$ cat src/rtl/bg_scroll_pkg.sv
// Shared types and helpers for the scrolling background address generator.
// Direction bit indices, coordinate type and modular offset arithmetic.
package bg_scroll_pkg;

  localparam int DIR_UP    = 3;
  localparam int DIR_DOWN  = 2;
  localparam int DIR_RIGHT = 1;
  localparam int DIR_LEFT  = 0;

  typedef logic [9:0] coord_t;

  // Add with a single wrap; inputs assumed already in 0..m-1 and s < m.
  function automatic coord_t wrap_add(coord_t v, coord_t s, coord_t m);
    logic [10:0] sum;
    sum = {1'b0, v} + {1'b0, s};
    if (sum >= {1'b0, m})
      return coord_t'(sum - {1'b0, m});
    return coord_t'(sum);
  endfunction

  // Subtract with a single wrap; inputs assumed already in 0..m-1 and s < m.
  function automatic coord_t wrap_sub(coord_t v, coord_t s, coord_t m);
    logic [10:0] tmp;
    if (v < s) begin
      tmp = {1'b0, v} + {1'b0, m} - {1'b0, s};
      return coord_t'(tmp);
    end
    return v - s;
  endfunction

endpackage

$ cat src/rtl/bg_frame_sync.sv
// Frame strobe synchroniser and rising-edge detector.
// A level already high when reset releases is ignored until it drops.
module bg_frame_sync (
  input  logic clk,
  input  logic rst_n,
  input  logic frame_clk,
  output logic frame_tick
);

  logic sync0;
  logic sync1;
  logic sync2;
  logic fill0;
  logic fill1;
  logic armed;

  // Two-stage sync, history bit, and arming once a real low is seen.
  always_ff @(posedge clk or negedge rst_n) begin
    if (!rst_n) begin
      sync0      <= 1'b0;
      sync1      <= 1'b0;
      sync2      <= 1'b0;
      fill0      <= 1'b0;
      fill1      <= 1'b0;
      armed      <= 1'b0;
      frame_tick <= 1'b0;
    end else begin
      sync0      <= frame_clk;
      sync1      <= sync0;
      sync2      <= sync1;
      fill0      <= 1'b1;
      fill1      <= fill0;
      armed      <= armed | (fill1 & ~sync1);
      frame_tick <= armed & sync1 & ~sync2;
    end
  end

endmodule

$ cat src/rtl/bg_scroll_addr_gen.sv
// Scrolling background address generator: per-frame offsets, 2-stage ROM address.
// Optional speed ramp when BG_SCROLL_ACCEL_EN is defined.
module bg_scroll_addr_gen
  import bg_scroll_pkg::*;
#(
  parameter int SCREEN_W     = 640,
  parameter int SCREEN_H     = 480,
  parameter int MAP_W        = 960,
  parameter int MAP_H        = 720,
  parameter int ADDR_W       = 20,
  parameter int STEP         = 1,
  parameter int STEP_MAX     = 4,
  parameter int ACCEL_FRAMES = 8
) (
  input  logic              vga_clk,
  input  logic              reset_n,
  input  logic              frame_clk,
  input  logic [3:0]        direction,
  input  logic              collided,
  input  logic              recenter,
  input  logic [9:0]        DrawX,
  input  logic [9:0]        DrawY,
  input  logic              blank,
  output logic [ADDR_W-1:0] rom_address,
  output logic              pix_blank,
  output logic [9:0]        x_offset,
  output logic [9:0]        y_offset,
  output logic              frame_tick
);

  localparam coord_t MW = coord_t'(MAP_W);
  localparam coord_t MH = coord_t'(MAP_H);

  logic up;
  logic down;
  logic right;
  logic left;

  assign up    = direction[DIR_UP];
  assign down  = direction[DIR_DOWN];
  assign right = direction[DIR_RIGHT];
  assign left  = direction[DIR_LEFT];

  bg_frame_sync u_sync (
    .clk       (vga_clk),
    .rst_n     (reset_n),
    .frame_clk (frame_clk),
    .frame_tick(frame_tick)
  );

  coord_t speed;

`ifdef BG_SCROLL_ACCEL_EN
  localparam int CNT_W = (ACCEL_FRAMES > 1) ? $clog2(ACCEL_FRAMES) : 1;

  logic [CNT_W-1:0] accel_cnt;
  logic             moving;

  assign moving = ((up ^ down) | (right ^ left)) & ~collided;

  // Ramp speed while a real move is held; any stop or recenter drops it.
  always_ff @(posedge vga_clk or negedge reset_n) begin
    if (!reset_n) begin
      speed     <= coord_t'(STEP);
      accel_cnt <= '0;
    end else if (frame_tick) begin
      if (recenter || !moving) begin
        speed     <= coord_t'(STEP);
        accel_cnt <= '0;
      end else if (accel_cnt == CNT_W'(ACCEL_FRAMES - 1)) begin
        accel_cnt <= '0;
        if (speed < coord_t'(STEP_MAX))
          speed <= speed + coord_t'(1);
      end else begin
        accel_cnt <= accel_cnt + CNT_W'(1);
      end
    end
  end
`else
  assign speed = coord_t'(STEP);
`endif

  coord_t x_next;
  coord_t y_next;

  // Next offsets: recenter beats freeze, freeze beats movement.
  always_comb begin
    x_next = x_offset;
    y_next = y_offset;
    if (recenter) begin
      x_next = '0;
      y_next = '0;
    end else if (!collided) begin
      if (up && !down)
        y_next = wrap_sub(y_offset, speed, MH);
      else if (down && !up)
        y_next = wrap_add(y_offset, speed, MH);
      if (right && !left)
        x_next = wrap_add(x_offset, speed, MW);
      else if (left && !right)
        x_next = wrap_sub(x_offset, speed, MW);
    end
  end

  // Offsets only move on the frame tick.
  always_ff @(posedge vga_clk or negedge reset_n) begin
    if (!reset_n) begin
      x_offset <= '0;
      y_offset <= '0;
    end else if (frame_tick) begin
      x_offset <= x_next;
      y_offset <= y_next;
    end
  end

  logic [10:0] sum_x;
  logic [10:0] sum_y;
  coord_t      px_n;
  coord_t      py_n;

  // Map-space pixel position with one wrap per axis.
  always_comb begin
    sum_x = {1'b0, DrawX} + {1'b0, x_offset};
    sum_y = {1'b0, DrawY} + {1'b0, y_offset};
    px_n  = coord_t'(sum_x);
    py_n  = coord_t'(sum_y);
    if (sum_x >= 11'(MAP_W))
      px_n = coord_t'(sum_x - 11'(MAP_W));
    if (sum_y >= 11'(MAP_H))
      py_n = coord_t'(sum_y - 11'(MAP_H));
  end

  coord_t s1_px;
  coord_t s1_py;
  logic   s1_blank;

  // Stage 1: register wrapped coordinates and blank.
  always_ff @(posedge vga_clk or negedge reset_n) begin
    if (!reset_n) begin
      s1_px    <= '0;
      s1_py    <= '0;
      s1_blank <= 1'b0;
    end else begin
      s1_px    <= px_n;
      s1_py    <= py_n;
      s1_blank <= blank;
    end
  end

  logic [ADDR_W-1:0] lin_addr;

  assign lin_addr = ADDR_W'(s1_py) * ADDR_W'(MAP_W) + ADDR_W'(s1_px);

  // Stage 2: linear ROM address, zeroed outside active display.
  always_ff @(posedge vga_clk or negedge reset_n) begin
    if (!reset_n) begin
      rom_address <= '0;
      pix_blank   <= 1'b0;
    end else begin
      rom_address <= s1_blank ? lin_addr : '0;
      pix_blank   <= s1_blank;
    end
  end

endmodule

$ cat config.mk
export PLATFORM = sky130hd
export DESIGN_NAME = bg_scroll_addr_gen
export DESIGN_NICKNAME = d
export VERILOG_FILES = /design/src/rtl/bg_scroll_pkg.sv /design/src/rtl/bg_frame_sync.sv /design/src/rtl/bg_scroll_addr_gen.sv
export SDC_FILE = /design/constraint.sdc
export NUM_CORES = 1
export LEC_CHECK = 0
export BUFFER_PORTS_ARGS = -buffer_cell sky130_fd_sc_hd__buf_2
export CORE_MARGIN = 10
export CORE_UTILIZATION = 55
export CTS_CLUSTER_SIZE = 28
export DETAILED_ROUTE_END_ITERATION = 8
export GPL_TIMING_DRIVEN = 0
export PLACE_DENSITY = 0.74
export SLEW_MARGIN = 5
export SYNTH_ARGS = -nofsm -noshare
export SYNTH_HDL_FRONTEND = slang
export SYNTH_SLANG_ARGS = --single-unit
$ cat constraint.sdc
create_clock -name vga_clk -period 7.09 [get_ports vga_clk]
set_input_delay 1.0635 -clock vga_clk [delete_from_list [all_inputs] [get_ports vga_clk]]
set_output_delay 1.0635 -clock vga_clk [all_outputs]
set_load 0.01 [all_outputs]
# ---- After elaboration in Yosys (flattened, before gate mapping)
# Cells that the tools add are included.
dict set report totals {
  ff_bits 69
  latchBits 0
  ram_bits 0
  romBits 0
  in_bits 30
  out_inout_bits 42
  n_memories 0
}
dict set report op_classes {
  addsub 15
  n_mul 1
  n_div 0
  n_lt_le_gt_ge 6
  n_eq_ne 1
  shift 0
  mux 37
  bitwise_logic 6
  n_reduce_logical 12
}
# op count
set ops {}
lappend ops {{2-to-1 mux 10 bit} 18}
lappend ops {{>= comparator 11 x 10 -> 1 bit (second input constant)} 4}
lappend ops {{subtractor 10 x 1 -> 10 bit (second input constant)} 4}
lappend ops {{subtractor 10 bit (second input constant)} 4}
lappend ops {{adder 10 x 1 -> 11 bit (second input constant)} 2}
lappend ops {{adder 10 x 10 -> 11 bit} 2}
lappend ops {{adder 10 bit (second input constant)} 2}
lappend ops {{adder 20 x 10 -> 20 bit} 1}
lappend ops {{< comparator 10 x 1 -> 1 bit (second input constant)} 2}
lappend ops {{2-to-1 mux 20 bit} 1}
lappend ops {{2-to-1 mux 1 bit} 18}
lappend ops {{multiplier 10 x 4 -> 14 bit (second input constant)} 1}
lappend ops {{AND reduction 3 bit} 2}
lappend ops {{nonzero test 3 bit} 2}
lappend ops {{logical AND 1 bit} 4}
lappend ops {{logical NOT 1 bit} 4}
lappend ops {{bitwise AND 1 bit} 3}
lappend ops {{inequality test 2 x 1 -> 1 bit (second input constant)} 1}
lappend ops {{NOT 1 bit} 2}
lappend ops {{OR 1 bit} 1}

# ---- Depth between registers and ports, before layout
# Gate-level depths: netlist of run 1.
dict set report depth {
  ltp_word 12
  depth_mapped 15
}

# ---- Cells and area by module
# A second synthesis of run 1 with hierarchy kept.
dict set report unflattened {
  hier_cells 681
  area_unflattened_um2 5973.2
}
# mod instances cells_each area_each_um2
set modules_own_cells {}
lappend modules_own_cells {bg_scroll_addr_gen 1 669 5775.5}
lappend modules_own_cells {bg_frame_sync 1 12 197.7}

# ---- Worst setup path after synthesis of run 1
# OpenSTA, ideal clock, no wires.
dict set report synth_path {
  path_kind {in2reg}
  start {input DrawX[0]}
  end {register s1_px[7]}
  setup_ns 0.125
  arrival_time_ns 3.724
  required_time_ns 6.965
  setup_slack_ns 3.241
  path_stages 15
  n_path_buf 0
  path_cell_list {ha_1 > inv_1 > fa_1 > nor2b_1 > o21a_1 > o211a_1 > or4_1 > and2_1 > ha_1 > nand2_1 > nor3_1 > or4b_1 > o211ai_1 > a31oi_2 > mux2_2}
}
dict set report synth_via {
  elab_chain_len 3
  elab_cells_between_ends 4
  cone_classes {2 x add/sub; 1 x order compare; 1 x mux}
}
# item line
set synth_rtl {}
lappend synth_rtl {{from (decl)} bg_scroll_addr_gen.sv:21} ;# input logic [9:0] DrawX,
lappend synth_rtl {{adder 10 x 10 -> 11 bit *} bg_scroll_addr_gen.sv:123} ;# sum_x = {1'b0, DrawX} + {1'b0, x_offset};
lappend synth_rtl {{subtractor 10 bit / >= comparator 11 x 10 -> 1 bit (equally long branches)} {bg_scroll_addr_gen.sv:128, bg_scroll_addr_gen.sv:127}}
lappend synth_rtl {{2-to-1 mux 10 bit *} bg_scroll_addr_gen.sv:127} ;# if (sum_x >= 11'(MAP_W))
lappend synth_rtl {{net px_n[7]} bg_scroll_addr_gen.sv:118} ;# coord_t px_n;
lappend synth_rtl {{to (signal assigned)} bg_scroll_addr_gen.sv:144} ;# s1_px <= px_n;
lappend synth_rtl {{to (decl)} bg_scroll_addr_gen.sv:133} ;# coord_t s1_px;
# Mark *: on every way through the listed nets, which the timed path passes. The rest lies on a longest branch.
# A chain may end at the register's enable or synchronous reset.

# ---- Worst setup path after layout of run 1
dict set report layout_path {
  start {register s1_py[6]}
  end {register rom_address[19]}
}
dict set report layout_via {
  elab_chain_len 3
}
# item line
set layout_rtl {}
lappend layout_rtl {{from (decl)} bg_scroll_addr_gen.sv:134} ;# coord_t s1_py;
lappend layout_rtl {{from (signal assigned)} bg_scroll_addr_gen.sv:145} ;# s1_py <= py_n;
lappend layout_rtl {{multiplier 10 x 4 -> 14 bit} bg_scroll_addr_gen.sv:152} ;# assign lin_addr = ADDR_W'(s1_py) * ADDR_W'(MAP_W) + ADDR_W'(s1_px);
lappend layout_rtl {{adder 20 x 10 -> 20 bit} bg_scroll_addr_gen.sv:152}
lappend layout_rtl {{2-to-1 mux 20 bit} bg_scroll_addr_gen.sv:160} ;# rom_address <= s1_blank ? lin_addr : '0;
lappend layout_rtl {{to (signal assigned)} bg_scroll_addr_gen.sv:160}
lappend layout_rtl {{to (decl)} bg_scroll_addr_gen.sv:24} ;# output logic [ADDR_W-1:0] rom_address,
# No other way between the ends.

==> metrics.csv, run 1 <==
metric,value,unit
outcome,completed,
fin_crit_sh,0.572,
hpwl,10.9,mm
max_cap_violations,0,
setup_viol,0,
hold_path.class,reg2reg,
crit_arrival,4.33,ns
antenna_left,0,
yosysUniqueCellTypes,75,
yosys_warnings,0,
synth_area_per_cell,8.89,um^2
totalWireLength,13.8,mm
grt_pass1_wl,23.7,mm
tns,0,ns
slew_viol_final,0,
clock.fmax,247,MHz
drt_first_pass_iters,6,
worstPathRequired,7.37,ns
crit_fanout,5,
grt_setup_unrepaired,no,
insertion_delay,0.36,ns
cts_buffers,9,
cts_sinks,69,
final_area,6770,um^2
drcViolationCount,0,
max-slew-margin-rel,0.450,
synth-xor-area-share,0.0593,
die_area,15600,um^2
yosysTopAreaCellShare,0.285,
setup_ws,3.04,ns
netlist_instances,681,
busiest_layer,met2,
cts_setup_buffers,0,
synth_mux_area_frac,0.0225,
place_ws,2.85,ns
setup.worst_path.class,reg2reg,
io_pins,72,
via_per_inst,5.78,
final_cell_mix,"buf_2 (76), dfrtp_1 (69), inv_1 (55)",
drive_above_1_share,0.150,
async_reset_ff_frac,1.00,
clockBufferDepth,2,
clk_pin_slew,0.09,ns
place_area,6590,um^2
n_antenna_cell,0,
hold_viol,0,
place_congestion,0.910,
hold_start,u_sync.sync0$_DFF_PN0_,
synth_top_family_by_area,simple AND/OR/NAND/NOR gates,
rows,38,
crit_path_start_kind,register,
core,10800,um^2
first_iter_violations,260,
grt_use_total,0.173,
min_period,4.05,ns
layout_commonest_cell,buf_2,
overflow,0,
critPathCaptureType,register,
skew,0.0127,ns
grt_max_degree,70,
ys.flop_type,dfrtp_1,
cts.htree.levels,3,
synth_area,6050,um^2
synthAdderAreaFrac,0.176,
seq_area_frac_synth,0.285,
synth_top_area_cell,dfrtp_1,
use_met1,0.203,
first_global_vias,5229,
vias,5248,
met3_usage,0.0353,
nets,866,
r2r-start,s1_py[6]$_DFF_PN0_,
port_buffers,71,
synthSimpleGateAreaFrac,0.225,
clockRootBuffer,clkbuf_8,
max_slew.worst_pin.slew,0.824,ns
use_met2,0.309,
start_util,0.561,
postCtsResizedCells,0,
synth_compound_area_frac,0.181,
antenna_found_initial,0,
fp.dieW,125,um
synth_edf_count,0,
cts_tree,yes,
cts_hold_buffers,0,
syn-num-nets,784,
die_h,125,um
drt-wirelength-per-cell,15.2,um
syn_to_final_growth,11.9,%
synth_area_leaders,"dfrtp_1 (29%), ha_1 (11%), fa_1 (6.6%)",
synth_seq_cells,69,
crit_path_start,s1_py[6]$_DFF_PN0_,
stage by stage:
| step | hold WS [ns] | utilization | cells |
|---|---|---|---|
| after floorplan | 0.331 | - | 681 |
| after global placement | 0.332 | 0.610 | 892 |
| after detailed placement | 0.339 | 0.610 | 892 |
| after CTS | 0.359 | 0.628 | 908 |
| after global routing | 0.362 | 0.628 | 908 |
| final | 0.355 | 0.628 | 908 |
layer usage:
| metal | share of wire | vias up |
|---|---|---|
| met5 | 0 | - |
| met1 | 0.42 | 2471 |
| met2 | 0.51 | 147 |
| met3 | 0.051 | 25 |
| li1 | - | 2605 |
| met4 | 0.019 | 0 |
cell type report:
cell class,instances,area [um^2]
sequential,69,1730
multi-input combinational,532,4020
tap,140,175
timing repair buffer,71,358
clock inverter,7,62.6
buffer,25,101
clock buffer,9,124
fill,936,4020
inverter,55,206
sequential cells by signal, summed over array words and instances (netlist names), 10 cells and up:
signal,flops
s1_px,10
s1_py,10
rom_address,20
y_offset,10
x_offset,10
cell families after synthesis:
kind of cell	after synthesis
simple gates	245
fa+ha+maj	73
xor+xnor	41
other cells	1
buf+inv	80
flops	69
mux	13
compound gates	159
cell usage after synthesis, types with 10 or more instances:
cell and instances:
clkbuf_1 18, inv_1 55, nand2_1 51, and2_1 20, nor2b_1 14, a21o_1 12
nand3_1 16, ha_1 53, xnor2_1 24, a21oi_1 36, dfrtp_1 69, nor2_1 36
xor2_1 17, nor4_1 10, o21a_1 10, o21ai_0 27, nor3_1 32, fa_1 20
critical path, cell delays in order, from the launching register on:
cell and delay [ns]:
dfrtp_1 0.37, inv_1 0.19, fa_1 0.48, fa_1 0.52, inv_1 0.04, ha_1 0.24
or4_1 0.53, a21o_1 0.18, a31o_1 0.21, a21o_1 0.20, xor2_1 0.25, nand4_1 0.18
or4b_1 0.49, o211ai_1 0.10
final timing paths:
check / end / slack [ns] / depth (start not counted)
setup / recovery: rom_address[19]$_DFF_PN0_ / 3.04 / 13
hold / removal: u_sync.sync1$_DFF_PN0_ / 0.36 / 0
setup reg to reg: rom_address[19]$_DFF_PN0_ / 3.04 / 13
hold reg to reg: u_sync.sync1$_DFF_PN0_ / 0.36 / 0
max in group asynchronous: y_offset[5]$_DFFE_PN0P_ / 5.74 / 1
min in group asynchronous: rom_address[1]$_DFF_PN0_ / 0.80 / 1
Power of run 1 is not shown: default switching activity piles up to over one toggle a cycle in this logic, so the estimate is an artifact.
==> run 2: changes to the inputs <==
- clock period: 7.09 -> 3.8 ns (I/O delays scaled with it)
==> run 2 against run 1 <==
The flow now finishes with violations (setup timing). Setup slack worse by 3.1 ns. Register-to-register slack got worse by 3.1 ns. First-iteration DRC count up 0.77%. Die area stayed put. Fmax up 5.5%. Hold slack lost 0.047 ns. Sequential cell count did not move. Global-route usage fell by 0.11 points. Sequential share of layout area shrank 0.75 points.
==> metrics.csv, run 2 (same netlist as run 1, synthesis figures left out) <==
metric,value,unit
fin_crit_sh,1.01,
clock.fmax,260,MHz
vias,5328,
cts_sinks,69,
tns,-0.0392,ns
totalWireLength,14.0,mm
clockBufferDepth,2,
n_antenna_cell,0,
fillers,869,
clockRootBuffer,clkbuf_8,
hold_path.class,in2async,
violations,setup timing,
hold_viol,0,
fp.dieW,125,um
max-slew-margin-rel,0.452,
cts_buffers,9,
drive_above_1_share,0.194,
critPathCaptureType,register,
rrSetupSlack,-0.04,ns
grt_setup_unrepaired,yes,
setup.worst_path.class,reg2reg,
die_h,125,um
start_util,0.561,
antenna_left,0,
worstPathRequired,4.07,ns
grt_max_degree,70,
antenna_found_initial,0,
grt_use_total,0.172,
skew,0.0104,ns
crit_arrival,4.11,ns
insertion_delay,0.36,ns
grt_pass1_wl,23.4,mm
layout_commonest_cell,buf_2,
setup_viol,1,
port_buffers,71,
min_period,3.84,ns
r2r-start,s1_py[2]$_DFF_PN0_,
nets,882,
largest_reg_flops,20,
place_congestion,0.891,
cts_tree,yes,
first_iter_violations,262,
final_cell_mix,"buf_2 (76), dfrtp_1 (66), nand2_1 (50)",
via_per_inst,5.77,
crit_slowest_cell,fa_1,
top_register,rom_address,
core,10800,um^2
timing.rr.end,rom_address[19]$_DFF_PN0_,
io_pins,72,
syn_to_final_growth,15.5,%
regArea,1730,um^2
max_slew.worst_pin.slew,0.821,ns
cp_slowest_stage_delay,0.56,ns
max_cap_violations,0,
drt-wirelength-per-cell,15.2,um
crit_chain,fa_1 > fa_1 > ha_4 > a211o_1 > buf_6 > buf_6 > a21o_1 > a31o_1 > a21o_1 > xor2_2 > nand4_1 > or4b_1 > o211ai_1,
rr_worst_depth,13,
die_area,15600,um^2
fin_hold_ws,0.308,ns
outcome,"complete, but fails checks",
crit_path_start,s1_py[2]$_DFF_PN0_,
clk_pin_slew,0.08,ns
slew_viol_final,0,
hpwl,10.6,mm
drt_first_pass_iters,5,
rows,38,
cts.htree.levels,3,
first_global_vias,5121,
multi_input_area,4100,um^2
overflow,0,
crit_path_start_kind,register,
crit_fanout,3,
drcViolationCount,0,
setup_ws,-0.0392,ns
run 2: cell count changes in the layout (fill, tap and decap cells not counted), sizes merged:
cell	change
inv	-4
clkbuf	+2
buf	+16
bufinv	+1
clkinv	+1
run 2: area by class of cell:
cell class	instances	area share
buffer	25	0.0145
clock buffer	11	0.0188
clock inverter	5	0.00859
inverter	55	0.0302
multi-input combinational	532	0.586
sequential	69	0.247
tap	140	0.0250
timing repair buffer	87	0.0694
run 2: worst max-delay path by stage:
stage                           endpoint  slack [ns]  cells past startpoint
2_1_floorplan  rom_address[19]$_DFF_PN0_        0.04                     13
3_3_place_gp   rom_address[19]$_DFF_PN0_       -0.13                     13
3_5_place_dp   rom_address[19]$_DFF_PN0_       -0.19                     13
4_1_cts        rom_address[19]$_DFF_PN0_       -0.11                     11
5_1_grt        rom_address[19]$_DFF_PN0_       -0.18                     12
6_report       rom_address[19]$_DFF_PN0_       -0.04                     13
run 2: what timing repair did:
| item | CTS | global route |
|---|---|---|
| resized for setup | 4 | 22 |
| hold buffers | 0 | 0 |
| pin swaps | 8 | 14 |
| endpoints found under the setup margin | 1 | 11 |
| buffers inserted | 9 | 8 |
run 2: worst max-delay path: cells and delay by family (launching register included):
| kind | cells | cell delay [ns] |
|---|---|---|
| adders and majority gates | 3 | 1.30 |
| AOI/OAI and AO/OA | 5 | 0.97 |
| and+or+nand+nor | 2 | 0.66 |
| DFF | 1 | 0.43 |
| buffers and inverters | 2 | 0.25 |
| xor gates and xnor gates | 1 | 0.15 |
run 2: per-layer routing:
| layer | up-vias | GRT usage | part of all wire |
|---|---|---|---|
| met5 | - | 0 | 0 |
| met1 | 2532 | 0.205 | 0.42 |
| met4 | 0 | 0.0522 | 0.012 |
| met3 | 14 | 0.0366 | 0.049 |
| met2 | 146 | 0.305 | 0.52 |
| li1 | 2636 | - | - |
run 2: metrics by stage:
| stage | setup WS, ns | util | std cells | instance area [um^2] |
|---|---|---|---|---|
| floorplan | 0.0386 | - | 681 | 6060 |
| detailed placement | -0.193 | 0.611 | 892 | 6600 |
| finish | -0.0392 | 0.648 | 924 | 6990 |
| global route | -0.178 | 0.648 | 924 | 6990 |
| CTS | -0.114 | 0.636 | 917 | 6860 |
| global placement | -0.131 | 0.611 | 892 | 6590 |
Power of run 2 is left out for the same reason.
==> run 3: changes to the inputs <==
- CORE_ASPECT_RATIO: default -> 1.1
- PLACE_DENSITY: 0.74 -> 0.76
==> run 3 against run 2 <==
The flow still finishes with violations (setup timing). Non-clock buffer count decreased by 8. Hold slack improved by 0.033 ns. Wire length decreased by 0.23%. Count of clock-buffer cells in the layout unchanged. Clock skew decreased by 0.0060 ns. Critical path depth decreased by 2. Largest cell class unchanged. Final cell count decreased by 0.11%. First-iteration DRC count decreased by 5.3%. Fmax decreased by 2.3%. Core utilization about the same.
==> metrics.csv, run 3 (same netlist as run 1, synthesis figures left out) <==
metric,value,unit
outcome,"complete, but fails checks",
violations,setup timing,
drcViolationCount,0,
min_period,3.93,ns
slew_viol_final,0,
insertion_delay,0.33,ns
nets,874,
regArea,1730,um^2
crit_path_start_kind,register,
final_cell_mix,"buf_2 (76), dfrtp_1 (66), nand2_1 (51)",
cp_slowest_stage_delay,0.58,ns
layout_commonest_cell,buf_2,
hold_path.class,in2async,
rows,40,
skew,0.00447,ns
place_congestion,0.955,
fp.dieW,120,um
clockBufferDepth,2,
place_ws,-0.174,ns
totalWireLength,14.0,mm
antenna_found_initial,0,
post-place-cells,899,
crit_slowest_cell,fa_1,
max_slew.worst_pin.slew,0.839,ns
final_area,7040,um^2
crit_arrival,4.18,ns
cts_tree,yes,
first_global_vias,5026,
cts_buffers,9,
top_register,rom_address,
hpwl,10.7,mm
grt_max_degree,70,
worstPathRequired,4.05,ns
crit_family,adder cells,
overflow,0,
grt_pass1_wl,23.0,mm
fin_crit_sh,1.03,
cts.htree.levels,3,
via_per_inst,5.72,
clockRootBuffer,clkbuf_16,
setup.worst_path.class,reg2reg,
die_area,15600,um^2
multi_input_area,4090,um^2
clk_pin_slew,0.06,ns
drt_first_pass_iters,5,
crit_fanout,4,
path_buf_inv,0,
place_area,6600,um^2
drt-wirelength-per-cell,15.2,um
tns,-0.130,ns
layout.cells.non_filler,923,
clock.fmax,254,MHz
vias,5284,
drive_above_1_share,0.182,
n_antenna_cell,0,
cts_sinks,69,
antenna_left,0,
max_cap_violations,0,
grt_use_total,0.176,
start_util,0.557,
die_h,130,um
largest_reg_flops,20,
syn_to_final_growth,16.3,%
first_iter_violations,248,
core,10900,um^2
setup_ws,-0.130,ns
fillers,897,
critPathCaptureType,register,
cpMostUsedCell,fa_1,
crit_chain,fa_1 > fa_1 > ha_1 > a211o_1 > a2111oi_4 > a311oi_2 > nand4b_4 > nor4_4 > nand4_1 > or4b_1 > o211ai_1,
max-slew-margin-rel,0.441,
hold_viol,0,
grt_setup_unrepaired,yes,
io_pins,72,
port_buffers,71,
setup_viol,1,
run 3: cell types whose count changed in the layout (fill, tap and decap cells not counted), sizes merged:
| cell | change |
|---|---|
| buf | -8 |
| inv | -1 |
| clkinvlp | +1 |
run 3: final timing paths:
path	from	end	slack, ns	depth (start not counted)
setup reg to reg	s1_py[0]$_DFF_PN0_	rom_address[19]$_DFF_PN0_	-0.13	11
hold reg to reg	u_sync.fill0$_DFF_PN0_	u_sync.fill1$_DFF_PN0_	0.35	0
hold / removal	reset_n	rom_address[3]$_DFF_PN0_	0.34	1
min in group vga_clk	blank	s1_blank$_DFF_PN0_	0.35	1
setup / recovery	s1_py[0]$_DFF_PN0_	rom_address[19]$_DFF_PN0_	-0.13	11
max in group asynchronous	reset_n	y_offset[0]$_DFFE_PN0P_	2.86	1
run 3: cell type report:
cell class / instances / share of cell area
buffer: 25 / 0.0144
clock buffer: 11 / 0.0359
clock inverter: 5 / 0.00835
inverter: 55 / 0.0297
multi-input combinational: 532 / 0.581
sequential: 69 / 0.246
tap: 147 / 0.0261
timing repair buffer: 79 / 0.0593
run 3: layer usage:
metal | vias to the layer above | GRT usage | wire length, um
met5 | - | 0 | 0
met4 | 0 | 0.0781 | 278
met3 | 25 | 0.0303 | 679
met2 | 131 | 0.311 | 7140
met1 | 2505 | 0.206 | 5920
li1 | 2623 | - | -
run 3: timing repair:
action                                  CTS  global route
pin swaps                                 1             5
hold buffers                              0             0
resized for setup                         2            15
endpoints found under the setup margin    1            11
buffers inserted                          1             7
run 3: stage by stage:
stage / hold WS [ns] / utilization
final: 0.341 / 0.649
after CTS: 0.337 / 0.637
after detailed placement: 0.340 / 0.608
after global routing: 0.340 / 0.649
after floorplan: 0.274 / -
after global placement: 0.333 / 0.608
Power of run 3 is left out for the same reason.
